[src/rtl/vga_fb_pkg.sv]
// Shared constants and FSM state type for the VGA framebuffer arbiter.
// The CLEAR state exists only when VGA_FB_ARBITER_CLEAR_EN is defined.
package vga_fb_pkg;

  localparam int FB_W      = 152;
  localparam int FB_H      = 120;
  localparam int ADDR_BITS = 15;
  localparam int DATA_BITS = 4;
  localparam int PIPE_LAT  = 3;

`ifdef VGA_FB_ARBITER_CLEAR_EN
  typedef enum logic [1:0] {IDLE, PENDING, CLEAR} state_e;
`else
  typedef enum logic [1:0] {IDLE, PENDING} state_e;
`endif

endpackage

[src/rtl/vga_fb_arbiter_if.sv]
// Pixel-writer request channel: valid/ready handshake plus a dropped-address error pulse.
interface vga_fb_arbiter_if #(
  parameter int ADDR_BITS = 15,
  parameter int DATA_BITS = 4
);

  logic                 valid;
  logic                 ready;
  logic                 err;
  logic [ADDR_BITS-1:0] addr;
  logic [DATA_BITS-1:0] data;

  modport master (output valid, addr, data, input ready, err);
  modport slave  (input valid, addr, data, output ready, err);

endinterface

[src/rtl/vga_fb_delay.sv]
// N-stage shift register; every stage is flushed to RST_VAL by the synchronous reset.
module vga_fb_delay #(
  parameter int               N       = 3,
  parameter int               WIDTH   = 1,
  parameter logic [WIDTH-1:0] RST_VAL = '0
) (
  input  logic             CLK,
  input  logic             RST,
  input  logic [WIDTH-1:0] d,
  output logic [WIDTH-1:0] q
);

  logic [WIDTH-1:0] stage [N];

  // NOTE: every stage is reset, not just the output, so no stale sample survives reset.
  always_ff @(posedge CLK) begin
    if (RST) begin
      for (int i = 0; i < N; i++) stage[i] <= RST_VAL;
    end else begin
      stage[0] <= d;
      for (int i = 1; i < N; i++) stage[i] <= stage[i-1];
    end
  end

  assign q = stage[N-1];

endmodule

[src/rtl/vga_fb_arbiter.sv]
// Time-slot arbiter sharing one BRAM between VGA scan-out and a pixel writer.
// Optional clear sweep enabled by defining VGA_FB_ARBITER_CLEAR_EN.
module vga_fb_arbiter #(
  parameter int H_BITS    = 10,
  parameter int V_BITS    = 10,
  parameter int FB_W      = vga_fb_pkg::FB_W,
  parameter int FB_H      = vga_fb_pkg::FB_H,
  parameter int ADDR_BITS = vga_fb_pkg::ADDR_BITS,
`ifdef VGA_FB_ARBITER_CLEAR_EN
  parameter int CLEAR_COLOR = 0,
`endif
  parameter int DATA_BITS = vga_fb_pkg::DATA_BITS
) (
  input  logic                 CLK,
  input  logic                 RST,
  input  logic [H_BITS-1:0]    h_counter,
  input  logic [V_BITS-1:0]    v_counter,
  input  logic                 visible_range,
  input  logic                 hsync_in,
  input  logic                 vsync_in,
  vga_fb_arbiter_if.slave      wr,
  output logic [ADDR_BITS-1:0] bram_addr,
  output logic [DATA_BITS-1:0] bram_wdata,
  output logic                 bram_we,
  input  logic [DATA_BITS-1:0] bram_rdata,
  output logic [DATA_BITS-1:0] pixel,
  output logic                 hsync,
  output logic                 vsync,
`ifdef VGA_FB_ARBITER_CLEAR_EN
  input  logic                 clear_req,
  output logic                 clear_busy,
`endif
  output logic                 frame_start
);

  import vga_fb_pkg::*;

  localparam int                   FB_SIZE   = FB_W * FB_H;
  localparam logic [ADDR_BITS-1:0] LAST_ADDR = ADDR_BITS'(FB_SIZE - 1);

  state_e               state;
  logic [ADDR_BITS-1:0] lat_addr;
  logic [DATA_BITS-1:0] lat_data;

  logic [H_BITS-1:0]    col;
  logic [V_BITS-1:0]    row;
  logic                 in_range;
  logic                 scan;
  logic [ADDR_BITS-1:0] scan_addr;
  logic                 addr_bad;
  logic                 pend_done;

  assign col       = h_counter >> 1;
  assign row       = v_counter >> 2;
  assign in_range  = visible_range && (col < H_BITS'(FB_W)) && (row < V_BITS'(FB_H));
  assign scan      = in_range && !h_counter[0];
  assign scan_addr = ADDR_BITS'(row) * ADDR_BITS'(FB_W) + ADDR_BITS'(col);
  assign addr_bad  = lat_addr > LAST_ADDR;
  // A bad address finishes PENDING immediately; a good one waits for a writer slot.
  assign pend_done = (state == PENDING) && (addr_bad || !scan);

  assign frame_start = !RST && (h_counter == '0) && (v_counter == '0);

`ifdef VGA_FB_ARBITER_CLEAR_EN
  logic [ADDR_BITS-1:0] clr_addr;
  logic                 clr_queued;
`endif

  // NOTE: all registers here use <= so every branch sees pre-edge values of state and latches.
  always_ff @(posedge CLK) begin
    if (RST) begin
      state      <= IDLE;
      wr.ready   <= 1'b0;
      wr.err     <= 1'b0;
      bram_we    <= 1'b0;
      bram_addr  <= '0;
      bram_wdata <= '0;
      lat_addr   <= '0;
      lat_data   <= '0;
`ifdef VGA_FB_ARBITER_CLEAR_EN
      clear_busy <= 1'b0;
      clr_addr   <= '0;
      clr_queued <= 1'b0;
`endif
    end else begin
      bram_we <= 1'b0;
      wr.err  <= 1'b0;
      if (scan) bram_addr <= scan_addr;

      case (state)
        IDLE: begin
          if (wr.valid && wr.ready) begin
            lat_addr <= wr.addr;
            lat_data <= wr.data;
            wr.ready <= 1'b0;
            state    <= PENDING;
`ifdef VGA_FB_ARBITER_CLEAR_EN
            clr_queued <= clear_req;
          end else if (clear_req) begin
            state      <= CLEAR;
            clear_busy <= 1'b1;
            clr_addr   <= '0;
            wr.ready   <= 1'b0;
`endif
          end else begin
            wr.ready <= 1'b1;
          end
        end

        PENDING: begin
          if (pend_done) begin
            if (addr_bad) begin
              wr.err <= 1'b1;
            end else begin
              bram_we    <= 1'b1;
              bram_addr  <= lat_addr;
              bram_wdata <= lat_data;
            end
`ifdef VGA_FB_ARBITER_CLEAR_EN
            if (clr_queued) begin
              state      <= CLEAR;
              clear_busy <= 1'b1;
              clr_addr   <= '0;
              clr_queued <= 1'b0;
            end else begin
              state    <= IDLE;
              wr.ready <= 1'b1;
            end
`else
            state    <= IDLE;
            wr.ready <= 1'b1;
`endif
          end
        end

`ifdef VGA_FB_ARBITER_CLEAR_EN
        CLEAR: begin
          if (!scan) begin
            bram_we    <= 1'b1;
            bram_addr  <= clr_addr;
            bram_wdata <= DATA_BITS'(CLEAR_COLOR);
            if (clr_addr == LAST_ADDR) begin
              state      <= IDLE;
              clear_busy <= 1'b0;
              wr.ready   <= 1'b1;
            end else begin
              clr_addr <= clr_addr + ADDR_BITS'(1);
            end
          end
        end
`endif

        default: state <= IDLE;
      endcase
    end
  end

  // Scan qualifiers are delayed two stages so the pixel register loads when bram_rdata is valid.
  logic [1:0] sync_q;
  logic [1:0] qual_q;

  vga_fb_delay #(.N(PIPE_LAT), .WIDTH(2), .RST_VAL(2'b11)) u_sync_dly (
    .CLK (CLK),
    .RST (RST),
    .d   ({hsync_in, vsync_in}),
    .q   (sync_q)
  );

  vga_fb_delay #(.N(PIPE_LAT - 1), .WIDTH(2), .RST_VAL(2'b00)) u_qual_dly (
    .CLK (CLK),
    .RST (RST),
    .d   ({in_range, scan}),
    .q   (qual_q)
  );

  assign hsync = sync_q[1];
  assign vsync = sync_q[0];

  // Odd columns hold the previous pixel, giving horizontal doubling.
  always_ff @(posedge CLK) begin
    if (RST)            pixel <= '0;
    else if (!qual_q[1]) pixel <= '0;
    else if (qual_q[0])  pixel <= bram_rdata;
  end

endmodule

[src/flat_wrapper.sv]
// flat-port wrapper written by rule: the top's interface ports become plain ports
module vga_fb_arbiter_flat import vga_fb_pkg::*;
#(
  parameter int H_BITS    = 10,
  parameter int V_BITS    = 10,
  parameter int FB_W      = vga_fb_pkg::FB_W,
  parameter int FB_H      = vga_fb_pkg::FB_H,
  parameter int ADDR_BITS = vga_fb_pkg::ADDR_BITS,

  parameter int DATA_BITS = vga_fb_pkg::DATA_BITS
)
  (CLK, RST, h_counter, v_counter, visible_range, hsync_in, vsync_in, bram_addr, bram_wdata, bram_we, bram_rdata, pixel, hsync, vsync, frame_start, wr_valid, wr_addr, wr_data, wr_ready, wr_err);
  vga_fb_arbiter_if #(.ADDR_BITS(ADDR_BITS), .DATA_BITS(DATA_BITS)) wr_i ();
  input  logic CLK;
  input  logic RST;
  input  logic [H_BITS-1:0] h_counter;
  input  logic [V_BITS-1:0] v_counter;
  input  logic visible_range;
  input  logic hsync_in;
  input  logic vsync_in;
  output logic [ADDR_BITS-1:0] bram_addr;
  output logic [DATA_BITS-1:0] bram_wdata;
  output logic bram_we;
  input  logic [DATA_BITS-1:0] bram_rdata;
  output logic [DATA_BITS-1:0] pixel;
  output logic hsync;
  output logic vsync;
  output logic frame_start;
  input wire logic [$bits(wr_i.valid)-1:0] wr_valid;
  input wire logic [$bits(wr_i.addr)-1:0] wr_addr;
  input wire logic [$bits(wr_i.data)-1:0] wr_data;
  output wire logic [$bits(wr_i.ready)-1:0] wr_ready;
  output wire logic [$bits(wr_i.err)-1:0] wr_err;
  assign wr_i.valid = wr_valid;
  assign wr_i.addr = wr_addr;
  assign wr_i.data = wr_data;
  assign wr_ready = wr_i.ready;
  assign wr_err = wr_i.err;
  vga_fb_arbiter #(.H_BITS(H_BITS), .V_BITS(V_BITS), .FB_W(FB_W), .FB_H(FB_H), .ADDR_BITS(ADDR_BITS), .DATA_BITS(DATA_BITS)) u_core (.CLK(CLK), .RST(RST), .h_counter(h_counter), .v_counter(v_counter), .visible_range(visible_range), .hsync_in(hsync_in), .vsync_in(vsync_in), .wr(wr_i), .bram_addr(bram_addr), .bram_wdata(bram_wdata), .bram_we(bram_we), .bram_rdata(bram_rdata), .pixel(pixel), .hsync(hsync), .vsync(vsync), .frame_start(frame_start));
endmodule
[config.mk]
export PLATFORM = sky130hd
export DESIGN_NAME = vga_fb_arbiter_flat
export DESIGN_NICKNAME = d
export VERILOG_FILES = /design/src/rtl/vga_fb_pkg.sv /design/src/rtl/vga_fb_arbiter_if.sv /design/src/rtl/vga_fb_delay.sv /design/src/rtl/vga_fb_arbiter.sv /design/src/flat_wrapper.sv
export SDC_FILE = /design/constraint.sdc
export NUM_CORES = 1
export LEC_CHECK = 0
export CAP_MARGIN = 25
export CORE_ASPECT_RATIO = 1.5
export CORE_MARGIN = 2
export CORE_UTILIZATION = 40
export CTS_CLUSTER_DIAMETER = 40
export DETAILED_ROUTE_END_ITERATION = 10
export GPL_TIMING_DRIVEN = 0
export PLACE_DENSITY = 0.67
export SLEW_MARGIN = 20
export SYNTH_ARGS = -nofsm -noshare
export SYNTH_HDL_FRONTEND = slang
export SYNTH_HIERARCHICAL = 1
export SYNTH_SLANG_ARGS = --single-unit
[constraint.sdc]
create_clock -name CLK -period 8.3 [get_ports CLK]
set_input_delay 1.66 -clock CLK [delete_from_list [all_inputs] [get_ports CLK]]
set_output_delay 1.66 -clock CLK [all_outputs]
set_load 0.01 [all_outputs]
==> results.md, run 1 <==
* Status: completed
* Combinational Power Share at 29.9%
* Final #Nets at between 500 and 600
* Clk_skew at approximately 0.0057 ns
* WHS Path Cells at 1
* Hold Path End: u_core/u_sync_dly/stage[0][3]$_SDFF_PP1_
* Fin. Hold Viols at 0
* EDFF count, synth at 0
* Hold Buf Count CTS at 0
* Switching Share at 28.98%
* RSZ-0062 raised after global routing: no
* Cell internal pwr at ~520 uW
* FF-to-FF End: u_core/lat_addr[14]$_SDFFE_PP0P_
* Fin crit period at between 5 and 6 ns
* Mapped Nets at approximately 450
* Seq cells post-synth at 56
* Seq/Total Area, Yosys at roughly 34%
* Largest net degree at the start of global routing at 17
* Mapped Cells at roughly 370
* MaxCap Viol Count at 0
* Final setup fails at 0
* Place WS at 2.798 ns
* TNS Setup at 0 ns
* Hold Slack at between 0.4 and 0.5 ns
* F_max at around 180 MHz
* GRT Util Overall at 17.97%
* Num CTS Buffers at 5
* Pwr dens at between 150 and 200 nW/um^2
* Critical path's slowest cell: clkdlybuf4s50_1
* First-pass GRT wire length at 12840 um
* Fraction of registers with async set/reset at 0%
* Layout cells sized above 1 at ~7.7%
* Final core occ at 54.54%
* Reg power frac at 38.4%
* Port Buffer Count at 77
* Routed length per instance at around 14 um
* Clk_lat worst skew at approximately 0.29 ns
* Post-route setup slack at 2.814 ns
* Post-synthesis cell type count at 56
* Hold Startpoint: u_core/u_sync_dly/stage[0][1]$_SDFF_PP1_
* Placer Congestion at about 0.8
* Critical Path Source Type: primary input
* Crit path max fanout at 11
* Die ar. at 8941 sq um
* Die width at 77.88 um
* Crit-path max cell delay at 0.58 ns
* Via density at 5.025
* Clock power share at 31.7%
* I/O pins at between 70 and 80
* Vias in the first global route at ~2700
* Final period util at between 60% and 70%
* Synth Cell Area at around 3300 sq um
* Num rows at 40
* Residual DRC at 0
* CP Buf/Inv Count at 3
* PostCTS Resize Cnt at 0
* Critical Path AT at 3.83 ns
* Filler cells at about 740
* RR Startpoint: u_core/state[0]$_SDFFE_PP0P_
* Top_reg_cell synth: dfxtp_1
* DIE HEIGHT at roughly 110 um
* CTS tree: done
* Worst-margin pin slew at roughly 0.58 ns
* Clock tree sinks at 56
* HPWL after DPL at 6097 um
* Top delay family on crit path: buffers and inverters
* Initial antenna violation count at 0
* Yosys warns at 6
* Peak VDD IR at ~0.12 mV
* Syn Area/Cell at 8.802 sq um
* Clock transition at path regs at 0.07 ns
* GRT Residual Overflow at 0
* Layout area overhead at 32.56%
* Core ar. at 7958 sq um
* Slew Viols, Final at 0
* Post-Route WL at roughly 7700 um
* R2R depth at 5
* R2R setup slack at around 6.5 ns
* DRT antenna net count at 0
* CP Class: in2out
* Via count at between 2000 and 3000
* Final Total Pwr at 737.4 uW
* LEAKAGE at between 1.5 and 2 nW
* Critical path endpoint category: primary output
* WP data required at 6.64 ns
* Starting Density at 41.15%
* Slew HR at 61.41%
* Iter 0 DRT Violations at 91
* Root Driver: clkbuf_16
* Largest buffer count on any clock path at 2
* Hold Crit Class: reg2reg
* H-Tree Level Count at 2
* Diode count at 0
* Pre-antenna DRT Iters at 4
* Critical Path, Cell by Cell: clkdlybuf4s50_1 -> clkbuf_1 -> nor4_1 -> nand4_1 -> nor4_1 -> clkdlybuf4s50_1
* Psw at around 210 uW
* Post-CTS Setup Bufs at 0
stage by stage:
step                      cell area (sq um)  cells
after floorplan                        3274    372
after global placement                 4177    554
after detailed placement               4177    554
after CTS                              4340    562
after global routing                   4340    562
final                                  4340    562
power by group through the flow:
stage          clock (mW)  combinational, mW  sequential [mW]
2_1_floorplan           0              0.155            0.290
3_3_place_gp            0              0.217            0.289
3_5_place_dp            0              0.221            0.290
4_1_cts             0.240              0.222            0.283
5_1_grt             0.251              0.246            0.284
6_report            0.233              0.221            0.283
how the worst max path moves through the flow:
| stage | start | end | slack [ns] | depth (start not counted) |
|---|---|---|---|---|
| after CTS | RST | frame_start | 2.79 | 6 |
| after detailed placement | RST | frame_start | 2.80 | 6 |
| final | RST | frame_start | 2.81 | 6 |
| after floorplan | v_counter[4] | frame_start | 4.14 | 5 |
| after global routing | RST | frame_start | 2.63 | 6 |
| after global placement | RST | frame_start | 2.81 | 6 |
cell families (layout without fill, tap and decap cells):
logic type / count (synthesis) / after routing / synth area share (%)
compound gates: 81 / 81 / 17.50
xor+xnor: 11 / 11 / 3.172
fa+ha+maj: 33 / 33 / 13.76
buf+inv: 45 / 130 / 5.923
flops: 56 / 56 / 34.24
mux: 21 / 21 / 6.458
simple gates: 125 / 125 / 18.95
final cells by class:
cell class / count / area (sq um) / area share (%)
Buffer: 22 / 107.6 / 2.479
Clock buffer: 6 / 128.9 / 2.969
Clock inverter: 2 / 35.03 / 0.8071
Inverter: 23 / 86.33 / 1.989
Multi-Input combinational cell: 271 / 1959 / 45.14
Sequential cell: 56 / 1121 / 25.83
Tap cell: 105 / 131.4 / 3.027
Timing Repair Buffer: 77 / 770.7 / 17.76
sequential cells by signal, summed over array words and instances (netlist names):
name and flops:
u_core/bram_addr 15, u_core/lat_addr 15, u_core/u_sync_dly/stage 6, u_core/bram_wdata 4, u_core/lat_data 4, u_core/pixel 4, u_core/u_qual_dly/stage 4, u_core/bram_we 1
u_core/state 1, u_core/wr.err 1, u_core/wr.ready 1
metal layers:
metal	global-route usage [%]	share of wire (%)	vias to the layer above
li1	-	-	1457
met1	20.20	41	1307
met2	33.97	55	53
met3	2.355	2.8	7
met4	7.024	2.1	0
met5	0	0	-
cells in the mapped netlist, types with 2 or more instances:
master	instances	share of area (%)
a211o_1	4	1.1
inv_1	22	2.5
nor2b_1	6	1.1
buf_2	4	0.61
xnor2_1	7	1.9
nor4b_1	2	0.54
o21ai_1	4	0.61
mux2i_1	20	6.1
a211oi_1	13	3.0
nor2_1	31	3.6
nor3_1	6	0.92
nand4_1	3	0.57
nand3_1	6	0.92
a21o_1	3	0.69
a21oi_2	3	0.80
xor2_1	3	0.80
clkbuf_1	12	1.4
ha_1	28	11
nand2_1	46	5.3
o21a_1	2	0.46
o211ai_1	2	0.46
o21ai_0	4	0.61
nor4_1	3	0.57
fa_1	5	3.1
buf_4	5	1.1
nand2b_1	3	0.57
and3b_1	2	0.54
or2_1	8	1.5
a21oi_1	32	4.9
dfxtp_1	56	34
or2_2	2	0.38
layout by cell type, fill, tap and decap left out, types with 6 or more instances in the layout:
cell type        synthesis  routed
nand3_1                  6       6
inv_1                   22      22
a211oi_1                13      13
clkbuf_1                12      13
nor2b_1                  6       6
ha_1                    28      28
nor2_1                  31      31
a21oi_1                 32      32
dfxtp_1                 56      56
mux2i_1                 20      20
or2_1                    8       8
xnor2_1                  7       7
nand2_1                 46      46
nor3_1                   6       6
clkdlybuf4s50_1          0      77
No activity file was read; power rests on OpenSTA's default activity.
==> run 2, diff against run 1 <==
==> constraint.sdc (replaced) <==
create_clock -name CLK -period 5.17 [get_ports CLK]
set_input_delay 1.034 -clock CLK [delete_from_list [all_inputs] [get_ports CLK]]
set_output_delay 1.034 -clock CLK [all_outputs]
set_load 0.01 [all_outputs]
==> results of run 2 <==
Same layout as run 1 (identical final DEF). Status: completed.
Among the figures that moved: setup slack after placement 2.798 ns -> 0.8963 ns; setup slack after layout 2.814 ns -> 0.9359 ns; register-to-register setup slack 6.54 ns -> 3.41 ns; total power 0.7374 mW -> 1.184 mW; worst IR drop on VDD 0.1187 mV -> 0.1906 mV
